## src/rtl/icache_ctrl_if.sv

```systemverilog
// Fetch, cache-array and instruction-memory signals of the icache miss/fill controller.
// master: the controller; slave: fetch stage, storage array and memory seen as one peer.
interface icache_ctrl_if #(
  parameter int unsigned INDEX_W   = 5,
  parameter int unsigned TAG_W     = 8,
  parameter int unsigned MEM_TAG_W = 4
) ();
  logic [63:0]          proc2Icache_addr;
  logic [63:0]          Icache_data_out;
  logic                 Icache_valid_out;
  logic [INDEX_W-1:0]   cache_rd_idx;
  logic [TAG_W-1:0]     cache_rd_tag;
  logic                 cache_rd_valid;
  logic [63:0]          cache_rd_data;
  logic                 cache_wr_en;
  logic [INDEX_W-1:0]   cache_wr_idx;
  logic [TAG_W-1:0]     cache_wr_tag;
  logic [63:0]          cache_wr_data;
  logic [1:0]           proc2Imem_command;
  logic [63:0]          proc2Imem_addr;
  logic [MEM_TAG_W-1:0] Imem2proc_response;
  logic [MEM_TAG_W-1:0] Imem2proc_tag;
  logic [63:0]          Imem2proc_data;

  modport master (
    input  proc2Icache_addr, cache_rd_valid, cache_rd_data,
    input  Imem2proc_response, Imem2proc_tag, Imem2proc_data,
    output Icache_data_out, Icache_valid_out, cache_rd_idx, cache_rd_tag,
    output cache_wr_en, cache_wr_idx, cache_wr_tag, cache_wr_data,
    output proc2Imem_command, proc2Imem_addr
  );

  modport slave (
    output proc2Icache_addr, cache_rd_valid, cache_rd_data,
    output Imem2proc_response, Imem2proc_tag, Imem2proc_data,
    input  Icache_data_out, Icache_valid_out, cache_rd_idx, cache_rd_tag,
    input  cache_wr_en, cache_wr_idx, cache_wr_tag, cache_wr_data,
    input  proc2Imem_command, proc2Imem_addr
  );
endinterface

```

## src/rtl/icache_ctrl.sv

```systemverilog
// Direct-mapped icache miss/fill controller: one outstanding demand load, fill with forwarding.
// Define ICACHE_PREFETCH_EN to add a next-line prefetch after every demand fill.
module icache_ctrl #(
  parameter int unsigned INDEX_W   = 5,
  parameter int unsigned TAG_W     = 8,
  parameter int unsigned MEM_TAG_W = 4
) (
  input logic           clock,
  input logic           reset,
  icache_ctrl_if.master bus
);

  localparam logic [1:0] BusNone = 2'd0;
  localparam logic [1:0] BusLoad = 2'd1;

`ifdef ICACHE_PREFETCH_EN
  typedef enum logic [1:0] {StIdle, StWait, StPfReq, StPfWait} state_e;
`else
  typedef enum logic {StIdle, StWait} state_e;
`endif

  state_e               state_q, state_d;
  logic [63:0]          miss_addr_q, miss_addr_d;
  logic [MEM_TAG_W-1:0] pend_tag_q, pend_tag_d;

  logic [63:0] pc_line;
  logic        fill_hit;
  logic        fwd;

  assign pc_line  = bus.proc2Icache_addr & ~64'h7;
  // Tag 0 means "no data", so it can never complete a fill.
  assign fill_hit = (bus.Imem2proc_tag == pend_tag_q) && (bus.Imem2proc_tag != '0);
  assign fwd      = fill_hit && (pc_line == miss_addr_q);

  assign bus.cache_rd_idx = bus.proc2Icache_addr[3 +: INDEX_W];
  assign bus.cache_rd_tag = bus.proc2Icache_addr[3 + INDEX_W +: TAG_W];

`ifdef ICACHE_PREFETCH_EN
  logic [63:0] pf_addr;
  assign pf_addr = miss_addr_q + 64'd8;
`endif

  always_comb begin
    state_d               = state_q;
    miss_addr_d           = miss_addr_q;
    pend_tag_d            = pend_tag_q;
    bus.Icache_valid_out  = bus.cache_rd_valid;
    bus.Icache_data_out   = bus.cache_rd_data;
    bus.cache_wr_en       = 1'b0;
    bus.cache_wr_idx      = miss_addr_q[3 +: INDEX_W];
    bus.cache_wr_tag      = miss_addr_q[3 + INDEX_W +: TAG_W];
    bus.cache_wr_data     = bus.Imem2proc_data;
    bus.proc2Imem_command = BusNone;
    bus.proc2Imem_addr    = '0;

    if (!reset) begin
      case (state_q)
        StIdle: begin
          if (!bus.cache_rd_valid) begin
            bus.proc2Imem_command = BusLoad;
            bus.proc2Imem_addr    = pc_line;
            if (bus.Imem2proc_response != '0) begin
              pend_tag_d  = bus.Imem2proc_response;
              miss_addr_d = pc_line;
              state_d     = StWait;
            end
          end
        end
        StWait: begin
          if (fill_hit) begin
            bus.cache_wr_en = 1'b1;
            if (fwd) begin
              bus.Icache_valid_out = 1'b1;
              bus.Icache_data_out  = bus.Imem2proc_data;
            end
`ifdef ICACHE_PREFETCH_EN
            state_d = StPfReq;
`else
            state_d = StIdle;
`endif
          end
        end
`ifdef ICACHE_PREFETCH_EN
        StPfReq: begin
          bus.proc2Imem_command = BusLoad;
          if (!bus.cache_rd_valid) begin
            // Demand miss wins; an unaccepted demand retries from IDLE.
            bus.proc2Imem_addr = pc_line;
            if (bus.Imem2proc_response != '0) begin
              pend_tag_d  = bus.Imem2proc_response;
              miss_addr_d = pc_line;
              state_d     = StWait;
            end else begin
              state_d = StIdle;
            end
          end else begin
            bus.proc2Imem_addr = pf_addr;
            if (bus.Imem2proc_response != '0) begin
              pend_tag_d  = bus.Imem2proc_response;
              miss_addr_d = pf_addr;
              state_d     = StPfWait;
            end
          end
        end
        StPfWait: begin
          if (fill_hit) begin
            bus.cache_wr_en = 1'b1;
            if (fwd) begin
              bus.Icache_valid_out = 1'b1;
              bus.Icache_data_out  = bus.Imem2proc_data;
            end
            state_d = StIdle;
          end
        end
`endif
        default: state_d = StIdle;
      endcase
    end
  end

  always_ff @(posedge clock) begin
    if (reset) begin
      state_q     <= StIdle;
      miss_addr_q <= '0;
      pend_tag_q  <= '0;
    end else begin
      state_q     <= state_d;
      miss_addr_q <= miss_addr_d;
      pend_tag_q  <= pend_tag_d;
    end
  end

endmodule
```

## src/flat_wrapper.sv

```systemverilog
// flat-port wrapper written by rule: the top's interface ports become plain ports
module icache_ctrl_flat 
#(
  parameter int unsigned INDEX_W   = 5,
  parameter int unsigned TAG_W     = 8,
  parameter int unsigned MEM_TAG_W = 4
)
  (clock, reset, bus_proc2Icache_addr, bus_cache_rd_valid, bus_cache_rd_data, bus_Imem2proc_response, bus_Imem2proc_tag, bus_Imem2proc_data, bus_Icache_data_out, bus_Icache_valid_out, bus_cache_rd_idx, bus_cache_rd_tag, bus_cache_wr_en, bus_cache_wr_idx, bus_cache_wr_tag, bus_cache_wr_data, bus_proc2Imem_command, bus_proc2Imem_addr);
  icache_ctrl_if #(.INDEX_W(INDEX_W), .TAG_W(TAG_W), .MEM_TAG_W(MEM_TAG_W)) bus_i ();
  input logic clock;
  input logic reset;
  input wire logic [$bits(bus_i.proc2Icache_addr)-1:0] bus_proc2Icache_addr;
  input wire logic [$bits(bus_i.cache_rd_valid)-1:0] bus_cache_rd_valid;
  input wire logic [$bits(bus_i.cache_rd_data)-1:0] bus_cache_rd_data;
  input wire logic [$bits(bus_i.Imem2proc_response)-1:0] bus_Imem2proc_response;
  input wire logic [$bits(bus_i.Imem2proc_tag)-1:0] bus_Imem2proc_tag;
  input wire logic [$bits(bus_i.Imem2proc_data)-1:0] bus_Imem2proc_data;
  output wire logic [$bits(bus_i.Icache_data_out)-1:0] bus_Icache_data_out;
  output wire logic [$bits(bus_i.Icache_valid_out)-1:0] bus_Icache_valid_out;
  output wire logic [$bits(bus_i.cache_rd_idx)-1:0] bus_cache_rd_idx;
  output wire logic [$bits(bus_i.cache_rd_tag)-1:0] bus_cache_rd_tag;
  output wire logic [$bits(bus_i.cache_wr_en)-1:0] bus_cache_wr_en;
  output wire logic [$bits(bus_i.cache_wr_idx)-1:0] bus_cache_wr_idx;
  output wire logic [$bits(bus_i.cache_wr_tag)-1:0] bus_cache_wr_tag;
  output wire logic [$bits(bus_i.cache_wr_data)-1:0] bus_cache_wr_data;
  output wire logic [$bits(bus_i.proc2Imem_command)-1:0] bus_proc2Imem_command;
  output wire logic [$bits(bus_i.proc2Imem_addr)-1:0] bus_proc2Imem_addr;
  assign bus_i.proc2Icache_addr = bus_proc2Icache_addr;
  assign bus_i.cache_rd_valid = bus_cache_rd_valid;
  assign bus_i.cache_rd_data = bus_cache_rd_data;
  assign bus_i.Imem2proc_response = bus_Imem2proc_response;
  assign bus_i.Imem2proc_tag = bus_Imem2proc_tag;
  assign bus_i.Imem2proc_data = bus_Imem2proc_data;
  assign bus_Icache_data_out = bus_i.Icache_data_out;
  assign bus_Icache_valid_out = bus_i.Icache_valid_out;
  assign bus_cache_rd_idx = bus_i.cache_rd_idx;
  assign bus_cache_rd_tag = bus_i.cache_rd_tag;
  assign bus_cache_wr_en = bus_i.cache_wr_en;
  assign bus_cache_wr_idx = bus_i.cache_wr_idx;
  assign bus_cache_wr_tag = bus_i.cache_wr_tag;
  assign bus_cache_wr_data = bus_i.cache_wr_data;
  assign bus_proc2Imem_command = bus_i.proc2Imem_command;
  assign bus_proc2Imem_addr = bus_i.proc2Imem_addr;
  icache_ctrl #(.INDEX_W(INDEX_W), .TAG_W(TAG_W), .MEM_TAG_W(MEM_TAG_W)) u_core (.clock(clock), .reset(reset), .bus(bus_i));
endmodule
```

## config.mk

```make
export PLATFORM = sky130hd
export DESIGN_NAME = icache_ctrl_flat
export DESIGN_NICKNAME = d
export VERILOG_FILES = /design/src/rtl/icache_ctrl_if.sv /design/src/rtl/icache_ctrl.sv /design/src/flat_wrapper.sv
export SDC_FILE = /design/constraint.sdc
export NUM_CORES = 1
export LEC_CHECK = 0
export ABC_AREA = 1
export CAP_MARGIN = 5
export CORE_AREA = 2 2 167 169
export DETAILED_ROUTE_END_ITERATION = 6
export DIE_AREA = 0 0 169 171
export PLACE_DENSITY = 0.65
export SYNTH_ARGS = -nofsm -noshare
export SYNTH_HDL_FRONTEND = slang
export SYNTH_SLANG_ARGS = --single-unit
```

## constraint.sdc

```tcl
create_clock -name clock -period 1.5 [get_ports clock]
set_input_delay 0.225 -clock clock [delete_from_list [all_inputs] [get_ports clock]]
set_output_delay 0.225 -clock clock [all_outputs]
set_load 0.05 [all_outputs]
```

# ---- Word level (Yosys, flattened, before mapping)
# Cells that the tools add are included.
dict set report totals {
  reg_bits 66
  inputBits 203
}
dict set report op_classes {
  n_reduce_logical 5
  mux 21
  n_bitwise 2
  eq_ne 2
}
# op count
set op_table {}
lappend op_table {{$mux W64} 7}
lappend op_table {{$eq A61 B61 Y1} 1}
lappend op_table {{$mux W1} 11}
lappend op_table {{$reduce_bool A4 Y1} 2}
lappend op_table {{$eq A4 B4 Y1} 1}
lappend op_table {{$mux W2} 2}
lappend op_table {{$reduce_and A3 Y1} 1}
lappend op_table {{$logic_and A1 B1 Y1} 2}
lappend op_table {{$not A1 Y1} 2}
lappend op_table {{$pmux W1 S2} 1}

# ---- Longest topological paths before layout
# Gate-level depths: netlist of run 1.
dict set report depth {
  depth_word 7
  mapped_depth 13
}

# ---- Worst setup path after synthesis of run 1
# OpenSTA, ideal clock, no wires.
dict set report synth_path {
  path_kind {flip-flop to output port}
  from {register u_core.pend_tag_q[0]}
  to {output port bus_cache_wr_en}
  arrival_ps 1726
  path_slack_ps -451
  stages_incl_launch_ff 5
  path_buffers 0
  cell_sequence {dfxtp_1 > xor2_1 > a21oi_1 > nand3_1 > nor3_1}
}
dict set report synth_between {
  elab_chain_cells 5
}
# item line_no
set synth_lines {}
lappend synth_lines {{start, declared} icache_ctrl.sv:24} ;# logic [MEM_TAG_W-1:0] pend_tag_q, pend_tag_d;
lappend synth_lines {{start signal, assigned} icache_ctrl.sv:129} ;# pend_tag_q <= pend_tag_d;
lappend synth_lines {{$eq A4 B4 Y1} icache_ctrl.sv:32} ;# assign fill_hit = (bus.Imem2proc_tag == pend_tag_q) && (bus.Imem2proc_tag != '0);
lappend synth_lines {{$logic_and A1 B1 Y1} icache_ctrl.sv:32}
lappend synth_lines {{$mux W1} icache_ctrl.sv:70} ;# if (fill_hit) begin
lappend synth_lines {{$mux W1} icache_ctrl.sv:57} ;# case (state_q)
lappend synth_lines {{$mux W1} icache_ctrl.sv:56} ;# if (!reset) begin
lappend synth_lines {{end, declared} flat_wrapper.sv:22} ;# output wire logic [$bits(bus_i.cache_wr_en)-1:0] bus_cache_wr_en;
# Every way passes these cells.

# ---- Worst setup path in the final report of run 1
dict set report layout_path {
  from {input port bus_proc2Icache_addr[36]}
  to {output port bus_Icache_data_out[30]}
}
dict set report layout_between {
  elab_chain_cells 6
}
# item line_no
set layout_lines {}
lappend layout_lines {{start, declared} flat_wrapper.sv:12} ;# input wire logic [$bits(bus_i.proc2Icache_addr)-1:0] bus_proc2Icache_addr;
lappend layout_lines {{$eq A61 B61 Y1} icache_ctrl.sv:33} ;# assign fwd = fill_hit && (pc_line == miss_addr_q);
lappend layout_lines {{$logic_and A1 B1 Y1} icache_ctrl.sv:33}
lappend layout_lines {{$mux W64} icache_ctrl.sv:72} ;# if (fwd) begin
lappend layout_lines {{$mux W64} icache_ctrl.sv:70}
lappend layout_lines {{$mux W64} icache_ctrl.sv:57}
lappend layout_lines {{$mux W64} icache_ctrl.sv:56}
lappend layout_lines {{end, declared} flat_wrapper.sv:18} ;# output wire logic [$bits(bus_i.Icache_data_out)-1:0] bus_Icache_data_out;
# Every way passes these cells.

==> results of run 1 <==
## how the worst max path moves through the flow
| stage | start | endpoint | slack (ps) | depth (start not counted) |
|---|---|---|---|---|
| 2_1_floorplan | reset | bus_proc2Imem_addr[10] | -270 | 5 |
| 3_3_place_gp | bus_proc2Icache_addr[10] | bus_Icache_data_out[16] | -1210 | 13 |
| 3_5_place_dp | bus_proc2Icache_addr[4] | bus_Icache_data_out[16] | -1220 | 12 |
| 4_1_cts | bus_proc2Icache_addr[28] | bus_Icache_data_out[8] | -990 | 13 |
| 5_1_grt | u_core.miss_addr_q[48] | bus_Icache_data_out[30] | -1090 | 15 |
| 6_report | bus_proc2Icache_addr[36] | bus_Icache_data_out[30] | -990 | 16 |
## registers in the layout, summed over array words and instances, names as in the netlist
name,cells
u_core.miss_addr_q,61
u_core.state_q,1
u_core.pend_tag_q,4
## power by group
group / internal, W / switching [W] / leakage, nW
combinational: 0.00208 / 0.00238 / 5.71
sequential: 0.00193 / 0.000101 / 0.553
clock: 0.00166 / 0.000798 / 0.165
total: 0.00566 / 0.00328 / 6.42
## per-stage QoR
step / setup TNS [ps] / cell area, sq um / hold WS [ps] / total power (W)
2_1_floorplan: -28170 / 6030 / 294 / 0.00412
3_3_place_gp: -141340 / 12400 / 451 / 0.00622
3_5_place_dp: -142220 / 12400 / 460 / 0.00626
4_1_cts: -91780 / 13400 / 283 / 0.00888
5_1_grt: -107830 / 14100 / 209 / 0.00929
6_report: -89580 / 14100 / 217 / 0.00894
## kinds of logic (layout without fill, tap and decap cells)
logic type / count (synthesis) / after routing / synth area share
and+or+nand+nor: 455 / 455 / 0.344
buffers and inverters: 253 / 739 / 0.262
AOI/OAI and AO/OA: 160 / 160 / 0.148
DFF: 66 / 66 / 0.241
xor gates and xnor gates: 3 / 3 / 0.00480
other: 1 / 14 / 0.000685
## per-layer routing
| metal | wire length (microns) | GRT usage |
|---|---|---|
| met1 | 12100 | 0.219 |
| met2 | 17700 | 0.397 |
| met3 | 2660 | 0.0657 |
| met4 | 1360 | 0.0855 |
| met5 | 37 | 0 |
## layout by cell type (no fill, tap or decap), types with 15 or more instances in the layout
cell type,instances
o21ai_0,75
inv_1,74
nand2_4,79
dlygate4sd2_1,36
clkdlybuf4s50_1,149
dfxtp_1,47
nand2_2,66
buf_12,164
clkbuf_16,15
buf_4,175
nand2_1,129
nand4_1,64
dfxtp_2,19
buf_8,35
nor2_1,47
a21oi_1,63
inv_2,31
nor2_2,56
o21ai_1,15
buf_6,34
## repair_timing
action / in CTS / in global routing
pin swaps: 22 / 33
buffers inserted: 9 / 1
gates cloned: 6 / 7
setup endpoints to repair: 134 / 192
gates resized for setup: 194 / 181
## final cells by class
cell class,instances,area [sq um],area share
multi-input combinational,622,3740,0.266
clock inverter,5,103,0.00728
antenna,10,25.0,0.00178
sequential,66,1350,0.0955
clock buffer,10,239,0.0170
tap,346,433,0.0307
timing repair buffer,619,7800,0.554
inverter,105,394,0.0280
## worst max-delay path: stages
cell	delay, ps
clkdlybuf4s50_1	450
inv_1	60
nand2_1	60
o21ai_0	100
nor2_1	110
nand2_1	70
nor2_2	120
nand2_2	70
nor2_4	100
buf_12	140
nand3_4	110
buf_12	170
clkbuf_16	170
nand2_1	110
nand2_4	60
buf_6	150
==> run metrics, run 1 <==
# rows 61; Worst EP required 1270 ps; DR WL/cell 19.0 microns; r2r endpoint u_core.miss_addr_q[33]; CTS tree built; ranking of synthesized cells by area dfxtp_1 (24%), nand2_1 (19%), buf_4 (14%); hpwl dp 25300 microns; DR DRC count 0; R2R setup slack -60 ps; Hold Buf Count CTS 0; final wirelength 33900 microns; initial DRC count 358; violated checks setup timing; worst hold path class in2reg; Final Hold Violating Endpoints 0; clock sink count 66; Synth top area share 0.241; gr usage total 0.212; worst skew pair latency 330 ps; vias in the first global route 7861; pwr/cell area 635 nW/um^2; Synth area leader dfxtp_1; Max Cap Viol 0; vias per cell 4.51; CP Launch Type primary input; Die W 169 microns; r2r worst-path depth 7; part of the cycle the worst path needs 1.66; synthesized area 5480 sq um; Max Fanout on Critical Path 10; port bufs 417; worst r2r src u_core.state_q; IO Pins 425; H-tree levels 3; fin worst setup slack -988 ps; Util after Layout 0.516; number of CTS-inserted buffers 9; Slew Viols, Final 0; Area growth, synth to finish 157%; filler instances 2431; post-synthesis sequential area ratio 0.241; ys flop type dfxtp_1; Die Ht 171 microns; initial antenna violation count 11; Hold EP u_core.miss_addr_q[28]; antenna viol nets, final 0; global-route wire length before repair 46200 microns; RSZ-0062 raised after global routing yes; largest net degree at the start of global routing 81; initial core utilization 0.200; Fmax achieved 402 MHz; maximum vdd drop 0.428 mV; Setup Viol. Count Final 175; CTS clk-pin slew, worst paths 60 ps; via count 8049; Initial DRT Pass Iterations 5; commonest cells in the netlist nand2_1 (275), nor2_1 (110), buf_4 (102), inv_1 (97), o21ai_0 (90); Hold Startpoint bus_proc2Icache_addr[28]; CORE AREA 27300 sq um; ratio of cells with drive above 1 in the final layout 0.493; outcome finished with violations; CP endpoint kind output port; number of synthesized flops with an enable pin 0; clock skew 4.68 ps; GP Congestion 0.883; Pleak 6.42 nW; Syn Area/Cell 5.84 sq um; post-synth cell types 23; post-synthesis cell count 938; DIE AREA 28900 sq um; Post-synth ARST share 0; Hold Path Depth 3; CTS Buffer Depth 2; Critical Setup Path Class in2out; Final #Nets 1626; dpl ws -1220 ps; Synth Warn # 0; most common cell in the netlist nand2_1; final cell count without fillers 1783; Synth Register Bits 66; clock root buffer clkbuf_16; arrival time worst endpoint 2260 ps; total placed cells including tap cells 1735; Period minus WS final 2490 ps; grt ovf 0
(Power assumes the default switching activity.)
==> run 2, diff against run 1 <==
Settings changed: SKIP_CTS_REPAIR_TIMING from default to 1.
==> run 2 against run 1 <==
- the run still ends with setup timing left
- worst hold slack worse by 30 ps
- largest cell class unchanged
- combinational power up 14%
- clock skew increased by 1.6 ps
- highest routed layer unchanged
==> run metrics, run 2 (synthesis results as in run 1) <==
Crit-path slowest cell clkdlybuf4s50_1; GRT Max-Usage Layer met2; Final #Nets 1660 (+2.1%); Fmax achieved 384 MHz (-4.5%); setup_tns -96440 ps (-6860 ps); met2 usage 0.372 (-0.0244); Worst EP required 1270 ps (about the same); vias per cell 4.66 (+3.2%); initial DRC count 415 (+16%); Period minus WS final 2610 ps (+118 ps); CTS Buffer Depth 2 (unchanged); clock root buffer clkbuf_16; clock skew 6.32 ps (+1.64 ps); pwr/cell area 627 nW/um^2 (-1.3%); DR WL/cell 21.5 microns (+13%); WP buf/inv 6 (unchanged); Net Sw Frac 0.378 (+0.0111); outcome finished with violations; commonest cells after routing, fill and taps aside buf_4 (178), buf_12 (177), clkdlybuf4s50_1 (150), nand2_1 (126), nand2_4 (89); gr usage total 0.200 (-0.0119); CP Launch Type primary input; vias in the first global route 7575 (-3.6%); multi-input logic area 4290 sq um (+14%); hpwl dp 25300 microns (unchanged); final wirelength 39000 microns (+15%); clock power share 0.259 (-0.016); Initial DRT Pass Iterations 7 (+2); ratio of cells with drive above 1 in the final layout 0.536 (+0.0426); register area 1350 sq um (about the same); Cell Chain, Critical Path clkdlybuf4s50_1 -> inv_2 -> nand2_1 -> o21ai_0 -> nor2_1 -> nand2_1 -> nor2_2 -> nand2_2 -> nor2_4 -> buf_12 -> nand3_4 -> clkbuf_16 -> buf_12 -> nand2_2 -> nand2_4 -> buf_6; Design Area, Final 15300 sq um (+8.7%); GP Congestion 0.883 (unchanged); CP max stage delay 510 ps (+60 ps); worst skew pair latency 340 ps (about the same); CTS tree built; CP endpoint kind output port; combinational power share 0.529 (+0.030); worst hold path class in2reg; Largest Register u_core.miss_addr_q; R2R setup slack -150 ps (-90 ps); arrival time worst endpoint 2380 ps (+120 ps); IO Pins 425 (unchanged); Max Cap Viol 0 (unchanged); Hold Path Depth 3 (unchanged); r2r endpoint u_core.miss_addr_q[5]; Int Power 0.00597 W (+5.5%); DIE AREA 28900 sq um (unchanged); clock sink count 66 (unchanged); port bufs 417 (unchanged); largest net degree at the start of global routing 81 (unchanged); worst r2r src u_core.state_q; initial core utilization 0.200 (unchanged); via count 8455 (+5.0%); Worst setup endpoint bus_Icache_data_out[23]; Die Ht 171 microns (unchanged); met3 Resource Use GR 0.0641 (-0.00162); WP depth 16 (unchanged); Area growth, synth to finish 180%; Largest register FFs 61 (unchanged); final hold slack 188 ps (-29.5 ps); Slew Viols, Final 0 (unchanged); filler instances 2295 (-5.6%); Critical Setup Path Class in2out; grt ovf 0 (unchanged); dpl ws -1220 ps (unchanged); delay-heaviest family, CP buffers and inverters; part of the cycle the worst path needs 1.74 (+0.0788); Setup Viol. Count Final 162 (-7.4%); Die W 169 microns (unchanged); H-tree levels 3 (unchanged); Psw 0.00363 W (+11%); Final Hold Violating Endpoints 0 (unchanged); number of CTS-inserted buffers 9 (unchanged); DR DRC count 0 (unchanged); antenna viol nets, final 0 (unchanged); RSZ-0062 raised after global routing yes; violated checks setup timing; biggest regs u_core.miss_addr_q x61, u_core.pend_tag_q x4, u_core.state_q x1; share of power burned in registers 0.212 (-0.015); Pleak 7.03 nW (+9.5%); M1 GR Usage 0.211 (-0.00786); initial antenna violation count 11 (unchanged); # rows 61 (unchanged); maximum vdd drop 0.522 mV (+22%); Pwr Total 0.00959 W (+7.3%); placed inst area 12400 sq um (unchanged); worst setup path startpoint bus_proc2Icache_addr[17]; CORE AREA 27300 sq um (unchanged); CTS clk-pin slew, worst paths 60 ps (about the same); fin worst setup slack -1110 ps (-118 ps); global-route wire length before repair 43800 microns (-5.1%); r2r worst-path depth 8 (+1); Max Fanout on Critical Path 12 (+2); commonest non-fill, non-tap cell in the layout buf_4
run 2: changes by cell type in the layout (fill, tap and decap cells not counted), moves of 20 or more:
cell            previous run  this run
o21ai_0                   75        54
nor2_4                     8        66
dlygate4sd2_1             36         0
nor2_2                    56        10
buf_6                     34        54
dlymetal6s2s_1            14        49
run 2: routing by layer:
layer	vias up	wire length [microns]
met2	435	20800
met1	3985	13600
met4	8	1470
met3	92	3100
met5	-	50
li1	3935	-
run 2: tightest hold or removal path, stage by stage:
cell	delay (ps)
dlymetal6s2s_1	100
inv_2	60
a21oi_1	100
run 2: worst min path at each step:
stage	start	endpoint	slack, ps
after floorplan	reset	u_core.pend_tag_q[3]	290
after global placement	u_core.miss_addr_q[18]	u_core.miss_addr_q[18]	450
after detailed placement	u_core.miss_addr_q[32]	u_core.miss_addr_q[32]	460
after CTS	u_core.miss_addr_q[32]	u_core.miss_addr_q[32]	470
after global routing	bus_proc2Icache_addr[52]	u_core.miss_addr_q[52]	220
final	bus_proc2Icache_addr[52]	u_core.miss_addr_q[52]	190
run 2: layout make-up:
cell class / instances / share of cell area
Clock inverter: 5 / 0.00670
Antenna cell: 7 / 0.00114
Clock buffer: 10 / 0.0156
Inverter: 105 / 0.0268
Timing Repair Buffer: 652 / 0.554
Tap cell: 346 / 0.0283
Sequential cell: 66 / 0.0879
Multi-Input combinational cell: 623 / 0.280
run 2: power groups by stage:
stage	Combinational, W	Sequential [W]	Clock, W
after floorplan	0.00209	0.00203	0
after global placement	0.00418	0.00204	0
after detailed placement	0.00421	0.00205	0
after CTS	0.00423	0.00201	0.00252
after global routing	0.00528	0.00204	0.00258
final	0.00508	0.00203	0.00249
run 2: stage by stage:
| stage | utilization | std cells |
|---|---|---|
| 2_1_floorplan | - | 941 |
| 3_3_place_gp | 0.454 | 1735 |
| 3_5_place_dp | 0.454 | 1735 |
| 4_1_cts | 0.466 | 1750 |
| 5_1_grt | 0.560 | 1813 |
| 6_report | 0.560 | 1814 |
